File: src/rtl/uart_pkg.sv
// Shared UART definitions: state encoding, divider/counter sizing and parity helpers.
// Used by uart_tx_frame (optional parity via UART_TX_PARITY_EN) and the receive path.
package uart_pkg;

  localparam int unsigned UART_CLKS_DEFAULT = 32'd100000000;
  localparam int unsigned UART_BAUD_DEFAULT = 32'd9600;
  localparam int unsigned UART_DATA_BITS    = 32'd8;

  typedef enum logic [2:0] {
    ST_IDLE   = 3'd0,
    ST_START  = 3'd1,
    ST_DATA   = 3'd2,
    ST_PARITY = 3'd3,
    ST_STOP   = 3'd4
  } uart_state_e;

  function automatic int unsigned uart_div(input int unsigned clks, input int unsigned baud);
    return clks / baud;
  endfunction

  // Width of a counter spanning 0..div-1; never narrower than one bit.
  function automatic int unsigned uart_cnt_w(input int unsigned div);
    int unsigned w;
    w = $clog2(div);
    return (w == 32'd0) ? 32'd1 : w;
  endfunction

  function automatic logic uart_parity(input logic [7:0] data, input logic odd);
    return (^data) ^ odd;
  endfunction

endpackage

File: src/rtl/uart_bit_timer.sv
// Bit-period timer: counts 0..DIV-1, wraps, and flags the last and second-to-last counts.
// i_clr holds the count at zero so a new frame always starts on a full bit period.
module uart_bit_timer
  import uart_pkg::*;
#(
  parameter int unsigned DIV = 32'd10
) (
  input  logic clk,
  input  logic rst,
  input  logic i_clr,
  output logic o_bit_end,
  output logic o_bit_pre
);

  localparam int unsigned   CW   = uart_cnt_w(DIV);
  localparam logic [CW-1:0] LAST = CW'(DIV - 32'd1);
  localparam logic [CW-1:0] PRE  = CW'(DIV - 32'd2);

  logic [CW-1:0] r_count;

  // Free-running bit-period counter, restarted by clear or by reaching the last count.
  always_ff @(posedge clk) begin
    if (rst) begin
      r_count <= '0;
    end else if (i_clr || (r_count == LAST)) begin
      r_count <= '0;
    end else begin
      r_count <= r_count + CW'(1);
    end
  end

  assign o_bit_end = (r_count == LAST);
  assign o_bit_pre = (r_count == PRE);

endmodule

File: src/rtl/uart_tx_frame.sv
// 8-bit UART transmitter, 8N1 by default, valid/ready byte input and registered line output.
// Define UART_TX_PARITY_EN to insert a parity bit (even, or odd with PARITY_ODD=1).
module uart_tx_frame
  import uart_pkg::*;
#(
  parameter int unsigned CLKS       = UART_CLKS_DEFAULT,
  parameter int unsigned BAUDRATE   = UART_BAUD_DEFAULT,
  parameter int unsigned STOP_BITS  = 32'd1,
  parameter int unsigned PARITY_ODD = 32'd0
) (
  input  logic       clk,
  input  logic       rst,
  input  logic [7:0] tx_data,
  input  logic       tx_valid,
  output logic       tx_ready,
  output logic       tx,
  output logic       tx_busy,
  output logic       tx_done
);

  localparam int unsigned DIV = uart_div(CLKS, BAUDRATE);

  // The done pulse is timed from the second-to-last count, so a bit needs at least two clocks.
  if ((DIV < 32'd2) || (STOP_BITS < 32'd1) || (STOP_BITS > 32'd2) || (PARITY_ODD > 32'd1)) begin : g_bad_cfg
    $error("uart_tx_frame: unsupported CLKS/BAUDRATE/STOP_BITS/PARITY_ODD combination");
  end

  uart_state_e r_state;
  uart_state_e w_state_next;

  logic [7:0] r_shift;
  logic [7:0] w_shift_next;
  logic [2:0] r_bit_idx;
  logic       r_stop_idx;
  logic       r_tx;
  logic       r_ready;
  logic       r_busy;
  logic       r_done;
  logic       w_tx_next;
  logic       w_accept;
  logic       w_bit_end;
  logic       w_bit_pre;
  logic       w_last_data;
  logic       w_last_stop;
  logic       w_timer_clr;

`ifdef UART_TX_PARITY_EN
  logic       r_parity;
`endif

  assign w_accept    = (r_state == ST_IDLE) && tx_valid;
  assign w_last_data = (r_bit_idx == 3'd7);
  assign w_last_stop = (STOP_BITS == 32'd1) || (r_stop_idx == 1'b1);
  assign w_timer_clr = (r_state == ST_IDLE);

  uart_bit_timer #(
    .DIV(DIV)
  ) u_bit_timer (
    .clk      (clk),
    .rst      (rst),
    .i_clr    (w_timer_clr),
    .o_bit_end(w_bit_end),
    .o_bit_pre(w_bit_pre)
  );

  // State register.
  always_ff @(posedge clk) begin
    if (rst) begin
      r_state <= ST_IDLE;
    end else begin
      r_state <= w_state_next;
    end
  end

  // Next-state logic: every non-idle transition happens on a bit boundary.
  always_comb begin
    w_state_next = r_state;
    case (r_state)
      ST_IDLE: begin
        if (w_accept) begin
          w_state_next = ST_START;
        end else begin
          w_state_next = ST_IDLE;
        end
      end
      ST_START: begin
        if (w_bit_end) begin
          w_state_next = ST_DATA;
        end else begin
          w_state_next = ST_START;
        end
      end
      ST_DATA: begin
        if (w_bit_end && w_last_data) begin
`ifdef UART_TX_PARITY_EN
          w_state_next = ST_PARITY;
`else
          w_state_next = ST_STOP;
`endif
        end else begin
          w_state_next = ST_DATA;
        end
      end
`ifdef UART_TX_PARITY_EN
      ST_PARITY: begin
        if (w_bit_end) begin
          w_state_next = ST_STOP;
        end else begin
          w_state_next = ST_PARITY;
        end
      end
`endif
      ST_STOP: begin
        if (w_bit_end && w_last_stop) begin
          w_state_next = ST_IDLE;
        end else begin
          w_state_next = ST_STOP;
        end
      end
      default: begin
        w_state_next = ST_IDLE;
      end
    endcase
  end

  // Shift register: loads on accept, moves right after each completed data bit.
  always_comb begin
    w_shift_next = r_shift;
    if (w_accept) begin
      w_shift_next = tx_data;
    end else if ((r_state == ST_DATA) && w_bit_end) begin
      w_shift_next = {1'b1, r_shift[7:1]};
    end else begin
      w_shift_next = r_shift;
    end
  end

  // Line level for the coming cycle, so tx itself is a plain flop.
  always_comb begin
    w_tx_next = 1'b1;
    case (w_state_next)
      ST_IDLE:   w_tx_next = 1'b1;
      ST_START:  w_tx_next = 1'b0;
      ST_DATA:   w_tx_next = w_shift_next[0];
`ifdef UART_TX_PARITY_EN
      ST_PARITY: w_tx_next = r_parity;
`endif
      ST_STOP:   w_tx_next = 1'b1;
      default:   w_tx_next = 1'b1;
    endcase
  end

  // Data path registers and bit / stop-bit indices.
  always_ff @(posedge clk) begin
    if (rst) begin
      r_shift    <= 8'h00;
      r_bit_idx  <= 3'd0;
      r_stop_idx <= 1'b0;
    end else begin
      r_shift <= w_shift_next;
      if (w_accept) begin
        r_bit_idx  <= 3'd0;
        r_stop_idx <= 1'b0;
      end else begin
        if ((r_state == ST_DATA) && w_bit_end) begin
          r_bit_idx <= r_bit_idx + 3'd1;
        end
        if ((r_state == ST_STOP) && w_bit_end) begin
          r_stop_idx <= ~r_stop_idx;
        end
      end
    end
  end

`ifdef UART_TX_PARITY_EN
  // Parity is fixed at accept from the byte being latched.
  always_ff @(posedge clk) begin
    if (rst) begin
      r_parity <= 1'b0;
    end else if (w_accept) begin
      r_parity <= uart_parity(tx_data, PARITY_ODD[0]);
    end
  end
`endif

  // Registered outputs; done is raised one cycle early so it lands on the last STOP cycle.
  always_ff @(posedge clk) begin
    if (rst) begin
      r_tx    <= 1'b1;
      r_ready <= 1'b1;
      r_busy  <= 1'b0;
      r_done  <= 1'b0;
    end else begin
      r_tx    <= w_tx_next;
      r_ready <= (w_state_next == ST_IDLE);
      r_busy  <= (w_state_next != ST_IDLE);
      r_done  <= (r_state == ST_STOP) && w_last_stop && w_bit_pre;
    end
  end

  assign tx       = r_tx;
  assign tx_ready = r_ready;
  assign tx_busy  = r_busy;
  assign tx_done  = r_done;

endmodule

File: config.mk
export PLATFORM = sky130hd
export DESIGN_NAME = uart_tx_frame
export DESIGN_NICKNAME = d
export VERILOG_FILES = /design/src/rtl/uart_pkg.sv /design/src/rtl/uart_bit_timer.sv /design/src/rtl/uart_tx_frame.sv
export SDC_FILE = /design/constraint.sdc
export NUM_CORES = 1
export LEC_CHECK = 0
export ABC_AREA = 0
export BUFFER_PORTS_ARGS = -buffer_cell sky130_fd_sc_hd__clkbuf_2
export CAP_MARGIN = 25
export CORE_UTILIZATION = 53
export DETAILED_ROUTE_END_ITERATION = 7
export GPL_TIMING_DRIVEN = 0
export PLACE_DENSITY = 0.73
export SLEW_MARGIN = 0
export SYNTH_ARGS = -nofsm -noshare
export SYNTH_HDL_FRONTEND = slang
export SYNTH_HIERARCHICAL = 1
export SYNTH_SLANG_ARGS = --single-unit
File: constraint.sdc
create_clock -name clk -period 4.49 [get_ports clk]
set_clock_uncertainty 0.1 [all_clocks]
set_input_delay 0.2245 -clock clk [delete_from_list [all_inputs] [get_ports clk]]
set_output_delay 0.2245 -clock clk [all_outputs]
set_load 0.03 [all_outputs]
==> results.cfg <==
[clocking]
clock_latency_ns = 0.34
numClockSinks = 32
h-tree-depth = 2
root_buffer = clkbuf_4
cts_setup_buffers = 0
cts.repair.resized = 0
cts_tree = done
numCtsBuffers = 5
hold_buffers = 0
clock_path_buffers = 2
clk_pin_slew_ns = 0.10

[global_routing]
grt-ovfl-total = 0
grtUsageTotal = 0.2061
grt_antenna_before_repair = 0
grt_pass1_vias = 1076
grt_pass1_wl_mm = 4.830
grt_max_degree = 11

[floorplanning]
fp.dieH_um = 56.11
start_util = 0.5626
row_count = 19
core_sq_um = 2758
pin_count = 15
fp.dieArea_sq_um = 3148
fp.dieW_um = 56.11

[synth]
yosysMostFrequentCell = dfxtp_1
syn_area_sq_um = 1551
synth.net_count = 173
synth-seq-area-share = 0.4129
synth.area.top_cells = dfxtp_1, nor2_4, xnor2_1
synthTopCellsByCount = dfxtp_1, nand2_1, nor2_1
yosys.area.top_type = dfxtp_1
synth-seq-cells = 32
synth_edf_count = 0
synth_cells = 158
ys_types = 45
synthArstFlopShare = 0
yosysWarnings = 6
synth_top_area_share = 0.4129
syn_avg_cell_area_sq_um = 9.820
synth_ff_type = dfxtp_1

[final_layout]
instances_no_fill = 211
nets = 194
syn_to_final_growth_pct = 11.94
n_antenna_cell = 0
drive_gt1_frac = 0.2611
final_core_util = 0.6298

[pwr]
vdd_drop_max_mv = 0.3647
cellPowerDensity_nw_per_um2 = 316.4
p_leak_nw = 0.6048

[setup_path]
rrSetupSlack_ns = 2.01
r2r-start = u_bit_timer/r_count[0]
crit_type = flop to flop
r2r_end = tx
required_ns = 4.63
end_kind = flop
cp-start-kind = flop
crit_buf_inv = 1
reg2reg_depth = 8
path_delay_family = simple AND/OR/NAND/NOR gates
worstPathArrival_ns = 2.61
worst-path-max-fanout = 7
critPathSlowestCell = dfxtp_1
worstPathCellList = ha_1, and3_4, buf_6, and3_1, and4bb_4, nor3b_1, a2111o_1, a211o_1
crit_path_max_incr_delay_ns = 0.40

[worst_hold_path]
min_path_cells = 3
min_path_type = input pin to flop
hp-start = tx_data[7]
min_to = r_shift[7]

[sta]
max_slew.worst_pin.slew_ns = 0.4355
setup_violations = 0
timing.final.crit_share = 0.5515
hold_violations = 0
fin_setup_tns_ns = 0
layout_min_cycle_time_ns = 2.476
fmax_mhz = 403.9
slew-limit-headroom = 0.7097
hold_ws_ns = 0.05814
rsz0062_at_grt = no
drv_slew = 0

[routing]
first_iter_violations = 58
drtAntennaViolNets = 0
post-route-drc-count = 0
wl_mm = 2.781
vias_per_cell = 5.422
vias = 1144
wl_per_cell_um = 13.18
drtPass1Iterations = 4

[placement]
gp_congestion = 0.7679
portBuffers = 14
place_inst = 203
dp_hpwl_mm = 2.018

[run_status]
outcome = complete, no violations

[flow_run]
cap_viol_max_count = 0
## layer usage
metal	global-route usage	vias to the layer above	share of wire
met5	0	-	0
met4	0.09408	0	0.020
met3	0.09070	6	0.037
met2	0.3333	13	0.50
met1	0.2331	530	0.44
li1	-	595	-
## state kept, by name, indices dropped and copies added (netlist names)
register / cells
u_bit_timer/r_count: 14
r_shift: 8
r_bit_idx: 3
r_state: 3
tx: 1
tx_busy: 1
tx_done: 1
tx_ready: 1
## kinds of logic after synthesis
kind of cell	Yosys count	synth area share
DFF	32	0.4129
adders and majority gates	4	0.03226
xor gates and xnor gates	13	0.07339
and+or+nand+nor	74	0.3153
AOI/OAI and AO/OA	21	0.1024
muxes	2	0.01290
buffers and inverters	12	0.05080
## layout by cell type, fill, tap and decap left out, types with 2 or more instances in the layout
| cell type | netlist | final |
|---|---|---|
| a21oi_1 | 8 | 8 |
| a22oi_1 | 6 | 6 |
| buf_2 | 2 | 2 |
| buf_6 | 2 | 2 |
| clkbuf_1 | 3 | 4 |
| clkbuf_2 | 0 | 14 |
| clkbuf_4 | 0 | 5 |
| dfxtp_1 | 32 | 32 |
| ha_1 | 4 | 4 |
| inv_1 | 2 | 2 |
| mux2i_1 | 2 | 2 |
| nand2_1 | 14 | 14 |
| nand3_1 | 4 | 4 |
| nand3b_1 | 2 | 2 |
| nand4_1 | 2 | 2 |
| nor2_1 | 14 | 14 |
| nor2_2 | 2 | 2 |
| nor2_4 | 8 | 8 |
| nor2b_1 | 2 | 2 |
| nor3_1 | 9 | 9 |
| nor3b_1 | 2 | 2 |
| nor4_1 | 2 | 2 |
| xnor2_1 | 10 | 10 |
| xor2_1 | 3 | 3 |
## report_power, final
| part | internal (mW) | total, mW | switching (mW) |
|---|---|---|---|
| registers | 0.291 | 0.295 | 0.00407 |
| clock network | 0.117 | 0.213 | 0.0959 |
| logic | 0.0175 | 0.0415 | 0.0240 |
## how the worst max path moves through the flow
stage	end	startpoint	slack (ns)	cells past startpoint
after floorplan	tx	u_bit_timer/r_count[0]	2.21	8
after global placement	tx	u_bit_timer/r_count[0]	2.06	8
after detailed placement	tx	u_bit_timer/r_count[0]	2.02	8
after CTS	tx	u_bit_timer/r_count[0]	2.01	8
after global routing	tx	u_bit_timer/r_count[0]	1.90	8
final	tx	u_bit_timer/r_count[0]	2.01	8
## area by class of cell
cell class	count	area, sq um
clock inverter	2	35.03
multi-input combinational	114	832.0
fill	241	1021
inverter	3	11.26
timing repair buffer	14	70.07
buffer	9	67.56
sequential	32	640.6
clock buffer	6	41.29
tap	31	38.79
## metrics by stage
step | power, mW | setup WS [ns] | cell area (sq um)
6_report | 0.5495 | 2.014 | 1737
5_1_grt | 0.5746 | 1.903 | 1737
2_1_floorplan | 0.3316 | 2.211 | 1551
3_5_place_dp | 0.3436 | 2.017 | 1660
4_1_cts | 0.5560 | 2.011 | 1737
3_3_place_gp | 0.3422 | 2.063 | 1660
## tightest hold or removal path, stage by stage
cell,delay (ns)
clkbuf_2,0.08
nor2b_1,0.10
nor3_1,0.05
Power figures use the tool's default switching activity.
